[config.mk]
export PLATFORM = sky130hd
export DESIGN_NAME = gcd_stream_engine
export DESIGN_NICKNAME = d
export VERILOG_FILES = /design/src/rtl/gcd_pkg.sv /design/src/rtl/gcd_step.sv /design/src/rtl/gcd_stream_engine.sv
export SDC_FILE = /design/constraint.sdc
export NUM_CORES = 1
export LEC_CHECK = 0
export ABC_CLOCK_PERIOD_IN_PS = 7700
export BUFFER_PORTS_ARGS = -buffer_cell sky130_fd_sc_hd__buf_2
export CAP_MARGIN = 40
export CORE_ASPECT_RATIO = 0.8
export CORE_UTILIZATION = 45
export DETAILED_ROUTE_END_ITERATION = 16
export HOLD_SLACK_MARGIN = 0.02
export SYNTH_ARGS = -nofsm -noshare
export SYNTH_HDL_FRONTEND = slang
export SYNTH_HIERARCHICAL = 1
export SYNTH_SLANG_ARGS = --single-unit
[constraint.sdc]
create_clock -name clock -period 7.7 [get_ports clock]
set_input_delay 1.54 -clock clock [delete_from_list [all_inputs] [get_ports clock]]
set_output_delay 1.54 -clock clock [all_outputs]
set_load 0.03 [all_outputs]
[src/rtl/gcd_pkg.sv]
// Shared types for the streaming GCD engine: FSM states, algorithm modes and
// the per-cycle step actions chosen by the datapath.
package gcd_pkg;

    typedef enum logic [1:0] {
        IDLE,
        CALC,
        DONE
    } state_t;

    typedef enum logic [2:0] {
        FIN,
        HALVE2,
        HALVEX,
        HALVEY,
        SUB
    } step_t;

    localparam logic MODE_SUB = 1'b0;
    localparam logic MODE_BIN = 1'b1;

endpackage

[src/rtl/gcd_step.sv]
// One combinational GCD iteration: picks a single action (first match wins)
// and produces the next x/y/k, the finish flag and the shifted-back result.
module gcd_step
    import gcd_pkg::*;
#(
    parameter int W  = 16,
    parameter int KW = $clog2(W + 1)
) (
    input  logic [W-1:0]  i_x,
    input  logic [W-1:0]  i_y,
    input  logic [KW-1:0] i_k,
    input  logic          i_mode,
    output logic [W-1:0]  o_x,
    output logic [W-1:0]  o_y,
    output logic [KW-1:0] o_k,
    output logic          o_fin,
    output logic [W-1:0]  o_z
);

    step_t w_action;

    always_comb begin
        w_action = SUB;
        if ((i_x == i_y) || (i_x == '0) || (i_y == '0)) begin
            w_action = FIN;
        end else if ((i_mode == MODE_BIN) && !i_x[0] && !i_y[0]) begin
            w_action = HALVE2;
        end else if ((i_mode == MODE_BIN) && !i_x[0]) begin
            w_action = HALVEX;
        end else if ((i_mode == MODE_BIN) && !i_y[0]) begin
            w_action = HALVEY;
        end
    end

    // The common factor of two removed by HALVE2 is restored on finish via k.
    always_comb begin
        o_x   = i_x;
        o_y   = i_y;
        o_k   = i_k;
        o_fin = 1'b0;
        o_z   = (i_x | i_y) << i_k;
        case (w_action)
            FIN: begin
                o_fin = 1'b1;
            end
            HALVE2: begin
                o_x = i_x >> 1;
                o_y = i_y >> 1;
                o_k = i_k + KW'(1);
            end
            HALVEX: begin
                o_x = i_x >> 1;
            end
            HALVEY: begin
                o_y = i_y >> 1;
            end
            default: begin
                if (i_x > i_y) begin
                    o_x = i_x - i_y;
                end else begin
                    o_y = i_y - i_x;
                end
            end
        endcase
    end

endmodule

[src/rtl/gcd_stream_engine.sv]
// Streaming GCD engine: one request in flight, ready/valid on both sides,
// runtime choice of Euclid or Stein per request, saturating cycle count.
module gcd_stream_engine
    import gcd_pkg::*;
#(
    parameter int W     = 16,
    parameter int TAG_W = 4,
    parameter int CW    = 16
) (
    input  logic             clock,
    input  logic             reset,
    input  logic             io_in_valid,
    output logic             io_in_ready,
    input  logic [W-1:0]     io_in_bits_a,
    input  logic [W-1:0]     io_in_bits_b,
    input  logic             io_in_bits_mode,
    input  logic [TAG_W-1:0] io_in_bits_tag,
    output logic             io_out_valid,
    input  logic             io_out_ready,
    output logic [W-1:0]     io_out_bits_z,
    output logic [TAG_W-1:0] io_out_bits_tag,
    output logic [CW-1:0]    io_out_bits_cycles
);

    localparam int KW = $clog2(W + 1);

    state_t         r_state;
    state_t         w_next;
    logic [W-1:0]   r_x;
    logic [W-1:0]   r_y;
    logic [KW-1:0]  r_k;
    logic           r_mode;
    logic [TAG_W-1:0] r_tag;
    logic [W-1:0]   r_z;
    logic [CW-1:0]  r_cycles;

    logic [W-1:0]   w_nx;
    logic [W-1:0]   w_ny;
    logic [KW-1:0]  w_nk;
    logic           w_fin;
    logic [W-1:0]   w_z;
    logic           w_in_fire;

    gcd_step #(
        .W  (W),
        .KW (KW)
    ) u_step (
        .i_x    (r_x),
        .i_y    (r_y),
        .i_k    (r_k),
        .i_mode (r_mode),
        .o_x    (w_nx),
        .o_y    (w_ny),
        .o_k    (w_nk),
        .o_fin  (w_fin),
        .o_z    (w_z)
    );

    always_ff @(posedge clock or negedge reset) begin
        if (!reset) begin
            r_state <= IDLE;
        end else begin
            r_state <= w_next;
        end
    end

    // Accepting while DONE lets a new request start on the same edge the result leaves.
    always_comb begin
        w_next       = r_state;
        io_in_ready  = (r_state == IDLE) || ((r_state == DONE) && io_out_ready);
        io_out_valid = (r_state == DONE);
        w_in_fire    = io_in_valid && io_in_ready;
        case (r_state)
            IDLE: begin
                if (w_in_fire) begin
                    w_next = CALC;
                end
            end
            CALC: begin
                if (w_fin) begin
                    w_next = DONE;
                end
            end
            DONE: begin
                if (io_out_ready) begin
                    w_next = w_in_fire ? CALC : IDLE;
                end
            end
            default: begin
                w_next = IDLE;
            end
        endcase
    end

    always_ff @(posedge clock or negedge reset) begin
        if (!reset) begin
            r_x      <= '0;
            r_y      <= '0;
            r_k      <= '0;
            r_mode   <= MODE_SUB;
            r_tag    <= '0;
            r_z      <= '0;
            r_cycles <= '0;
        end else if (w_in_fire) begin
            r_x      <= io_in_bits_a;
            r_y      <= io_in_bits_b;
            r_k      <= '0;
            r_mode   <= io_in_bits_mode;
            r_tag    <= io_in_bits_tag;
            r_cycles <= '0;
        end else if (r_state == CALC) begin
            r_x <= w_nx;
            r_y <= w_ny;
            r_k <= w_nk;
            if (r_cycles != {CW{1'b1}}) begin
                r_cycles <= r_cycles + CW'(1);
            end
            if (w_fin) begin
                r_z <= w_z;
            end
        end
    end

    assign io_out_bits_z      = r_z;
    assign io_out_bits_tag    = r_tag;
    assign io_out_bits_cycles = r_cycles;

endmodule

# Word level (Yosys, flattened, before mapping)
# Cells that the tools add are included.
totals:
  out_inout_bits: 38
  register_bits: 76
  inputBits: 41
op_classes:
  n_addsub: 4
  n_shift: 1
  n_mux: 24
  magnitude_cmp: 1
  n_reduce_logical: 28
  bitwise: 2
  n_eq_ne: 13
ops:
  columns: ["operator", "count"]
  rows:
  - ["two-way mux 16 bit", 9]
  - ["one-hot mux 16 bit (2 select lines)", 2]
  - ["zero test 16 bit", 2]
  - ["subtractor 16 bit", 2]
  - ["adder 16 x 1 -> 16 bit, second input constant", 1]
  - ["equality test 16 bit", 1]
  - ["greater-than comparator 16 bit", 1]
  - ["inequality test 16 bit, second input constant", 1]
  - ["bitwise OR 16 bit", 1]
  - ["left shift 16 x 5 -> 16 bit", 1]
  - ["two-way mux 5 bit", 3]
  - ["two-way mux 3 bit", 4]
  - ["AND reduction 3 bit", 4]
  - ["inequality test 2 x 1 -> 1 bit, second input constant", 4]
  - ["OR reduction 2 bit", 4]
  - ["equality test 3 x 2 -> 1 bit, second input constant", 2]
  - ["two-way mux 2 bit", 3]
  - ["one-hot mux 2 bit (3 select lines)", 1]
  - ["nonzero test 2 bit", 3]
  - ["adder 5 x 1 -> 5 bit, second input constant", 1]
  - ["logical AND 1 bit", 5]
  - ["AND reduction 2 bit", 2]
  - ["equality test 3 x 1 -> 1 bit, second input constant", 1]
  - ["zero test 3 bit", 1]
  - ["other kinds (10)", 14]

# Longest topological paths before layout
logic_depth:
  depth_word: 11
  ltp_mapped: 16
  mapped_depth_nobuf: 13

# By module
# The synthesis kept the hierarchy.
by_module_without_submodules:
  columns: ["module", "instances", "seq_area_each_um2", "area_each_um2", "cells_per_inst"]
  rows:
  - ["gcd_stream_engine", 1, 1901.8, 3273.1, 299]
  - ["gcd_step", 1, 0.0, 3108.0, 445]

# Worst setup path after synthesis
# Ideal clock, no wire load.
synth_path:
  path_kind: "input -> output"
  start: "input io_out_ready"
  end: "output io_in_ready"
  stages: 2
  slack_ns: 4.195
  arrival_ns: 1.965
  n_path_buf: 0
  path_cell_list: "nand2b_1 > and2_1"
synth_via:
  elab_chain_cells: 2
synth_lines:
  columns: ["element", "line", "text"]
  rows:
  - ["start: declaration", "gcd_stream_engine.sv:19", "input logic io_out_ready,"]
  - ["logical AND 1 bit", "gcd_stream_engine.sv:70", "io_in_ready = (r_state == IDLE) || ((r_state == DONE) && io_out_ready);"]
  - ["logical OR 1 bit", "gcd_stream_engine.sv:70", null]
  - ["end: declaration", "gcd_stream_engine.sv:13", "output logic io_in_ready,"]
# No other way between the ends.

# Worst setup path in the final report
layout_path:
  start: "register r_x[0]"
  end: "register r_y[9]"
layout_via:
  elab_chain_cells: 10
layout_lines:
  columns: ["element", "line", "text"]
  rows:
  - ["start: declaration", "gcd_stream_engine.sv:29", "logic [W-1:0] r_x;"]
  - ["start signal: assignment", "gcd_stream_engine.sv:105", "r_x <= io_in_bits_a;"]
  - ["start signal: assignment", "gcd_stream_engine.sv:112", "r_x <= w_nx;"]
  - ["branches (longest 7 deep; another with subtractor 16 bit)", null, null]
  - ["one-hot mux 16 bit (2 select lines) (*)", "gcd_step.sv:42", "case (w_action)"]
  - ["named net w_ny[9]", "gcd_stream_engine.sv:38", "logic [W-1:0] w_ny;"]
  - ["two-way mux 16 bit (*)", "gcd_stream_engine.sv:111", "end else if (r_state == CALC) begin"]
  - ["two-way mux 16 bit (*)", "gcd_stream_engine.sv:104", "end else if (w_in_fire) begin"]
  - ["end signal: assignment", "gcd_stream_engine.sv:106", "r_y <= io_in_bits_b;"]
  - ["end signal: assignment", "gcd_stream_engine.sv:113", "r_y <= w_ny;"]
  - ["end: declaration", "gcd_stream_engine.sv:30", "logic [W-1:0] r_y;"]
# Mark *: on every way through the listed nets, which the timed path passes. The select of a mux whose other input is x is not followed.
# A chain may end at the register's enable or synchronous reset.

==> results.yml <==
clock_network:
  cts_resized: 0
  tritoncts: "built"
  clock_tree.buffer_depth: 2
  cts_sinks: 76
  hold_buffers: 0
  postCtsSetupBuffers: 0
  clk_pin_slew_worst_paths_ps: 60
  clk_latency_ps: 350
  cts_buffers: 9
  ctsHtreeMaxLevel: 3
  root_buffer: "clkbuf_16"
finish:
  design_area_um2: 7250
  finalNetCount: 895
  num_antenna_cells: 0
  final_cells: 988
  layout-drive-gt1-share_pct: 18.3
  syn_to_final_growth_pct: 13.6
hold_path:
  hold_depth: 2
  hp-class: "register to register"
  whs_endpoint: "io_out_bits_tag[0]$_DFFE_PN0P_"
  holdCritStartpoint: "io_out_bits_tag[0]$_DFFE_PN0P_"
placement:
  place_congestion: 0.997
  dp_slack_ps: 3820
  dpl_cell_area_um2: 6910
  placed_cells: 972
  port_buffers: 78
  place_hpwl_mm: 14.2
timing:
  fin_crit_ps: 4010
  clock.fmax_ghz: 0.250
  final.setup.tns_ps: 0
  finalSetupViolCount: 0
  clock_skew_ps: 7.19
  hold_viol_final: 0
  setup_ws_ps: 3690
  grt_setup_unrepaired: "no"
  finalMaxSlewViolations: 0
  timing_worst_slew_pin_value_ps: 881
  slew_headroom_pct: 41.2
  finalCritPeriodShare_pct: 52.0
drt:
  first_pass_iters: 7
  drc: 0
  vias: 6025
  vias_per_cell: 6.10
  avgRoutedWirePerCell_um: 19.4
  wirelength_mm: 19.2
  drtIter0Drc: 854
  ant_nets: 0
synthesis:
  synth_area_leaders: "dfrtp_1, ha_1, a222oi_1"
  async_flop_share_pct: 100
  synth_top_area_share_pct: 29.8
  yosysSeqAreaShare_pct: 29.8
  netlist_instances: 744
  synth_top_area_cell: "dfrtp_1"
  synth_edf_count: 0
  yosysUniqueCellTypes: 75
  ys_ff_latch: 76
  syn_nets: 836
  yosys-top-cells-count: "inv_1, dfrtp_1, nor2_1"
  synth-main-ff-cell: "dfrtp_1"
  yosys_warnings: 6
  yosysMostFrequentCell: "inv_1"
  synth_area_um2: 6380
  synth.avg_cell_area_um2: 8.58
global_route:
  track_usage_pct: 27.0
  grt_pass1_wl_mm: 30.3
  grt_max_degree: 45
  grt_pass1_vias: 5557
  antenna_found_initial: 0
  grt_overflow_total: 0
outcome:
  outcome: "finished clean"
run:
  cap_viol_max_count: 0
setup_path:
  r2r_slack_ps: 3690
  r2r_start: "r_x[0]$_DFFE_PN0P_"
  reg2reg_to: "r_y[9]$_DFFE_PN0P_"
  slowest_delay_ps: 680
  required_ps: 7920
  cp_max_fo: 16
  crit_slowest_cell: "nand2b_1"
  cp_common_cell: "inv_1"
  crit_chain: "inv_1, ha_1, fa_1, o21bai_1, nand2_1, o211ai_2, a22oi_2, a41oi_2, nand2b_1, nor2_1, a221o_1, a222oi_1, inv_1"
  r2r_cells: 13
  cp-start-kind: "register"
  cp-end-kind: "register"
  setup.worst_path.class: "register to register"
  worstPathArrival_ps: 4230
die:
  die_x_um: 135
  start_util_pct: 46.6
  die_height_um: 109
  rows: 38
  io_pins: 79
  core_um2: 13700
  die_area_um2: 14700
## state kept, by name, indices dropped and copies added (netlist names)
name / count
io_out_bits_cycles: 16
r_k: 5
r_state: 2
r_mode: 1
r_x: 16
io_out_bits_z: 16
io_out_bits_tag: 4
r_y: 16
## cell families (layout without fill, tap and decap cells)
| logic type | count (synthesis) | count (layout) | synth area share, % |
|---|---|---|---|
| xor+xnor | 33 | 33 | 4.53 |
| mux | 40 | 40 | 7.24 |
| simple gates | 212 | 212 | 16.3 |
| flops | 76 | 76 | 29.8 |
| fa+ha+maj | 51 | 51 | 10.2 |
| compound gates | 191 | 191 | 22.9 |
| buf+inv | 141 | 205 | 8.96 |
## worst max-delay path by stage
stage / cells past startpoint / endpoint / from / slack, ps
after floorplan: 2 / io_in_ready / io_out_ready / 4200
after global placement: 13 / r_y[9]$_DFFE_PN0P_ / r_x[0]$_DFFE_PN0P_ / 3800
after detailed placement: 13 / r_y[9]$_DFFE_PN0P_ / r_x[0]$_DFFE_PN0P_ / 3820
after CTS: 13 / r_y[9]$_DFFE_PN0P_ / r_x[0]$_DFFE_PN0P_ / 3810
after global routing: 13 / r_y[9]$_DFFE_PN0P_ / r_x[0]$_DFFE_PN0P_ / 3460
final: 13 / r_y[9]$_DFFE_PN0P_ / r_x[0]$_DFFE_PN0P_ / 3690
## critical path: cells and delay by family, from the launching register on
family | cells | cell delay [ps]
compound gates | 6 | 1590
simple gates | 3 | 880
buf+inv | 2 | 210
flops | 1 | 520
fa+ha+maj | 2 | 670
## routing by layer
metal  track usage [%]  part of all wire, %  up-vias
li1                  -                    -     2802
met4              8.03                  1.3        0
met5                 0                    0        -
met2              38.4                   42      239
met3              5.67                  8.4       23
met1              40.5                   48     2961
## cell usage in the layout, fill, tap and decap left out, drive strengths merged, types with 3 or more instances in the layout
cell     instances
clkbuf          11
nor3            12
o311ai           4
o31ai            3
mux2            19
xnor2           29
a22oi            8
a222oi          39
nor4            12
or3              4
o21ai           22
o221ai           3
o2bb2ai          5
a31oi           13
and3             3
o211ai           6
buf             85
nor2            66
nor2b            9
mux2i           18
a221o           13
mux4             3
xor2             4
ha              49
nand4            8
a2111oi          3
dfrtp           76
a21oi           40
inv            101
nand3            9
a211oi           4
a21o             3
o21bai           5
a221oi           5
clkinv           6
and2             9
nand2           63
or2              3
nand2b           8
## stage by stage
| stage | util (%) | hold WS, ps |
|---|---|---|
| floorplan | - | 525 |
| global placement | 50.2 | 455 |
| detailed placement | 50.5 | 458 |
| CTS | 52.9 | 473 |
| global route | 52.9 | 502 |
| finish | 52.9 | 472 |
## area by class of cell
| type | instances | area, um2 |
|---|---|---|
| multi-input cells | 527 | 3910 |
| flip-flops and latches | 76 | 1900 |
| clock inverters | 5 | 82.6 |
| fillers | 1312 | 6440 |
| inverters | 104 | 403 |
| clock buffers | 11 | 253 |
| repair buffers | 85 | 469 |
| well taps | 180 | 225 |
Power is left out: the tool's default activity adds up to more than one toggle a clock period on the data nets, which glitch-free logic cannot reach.
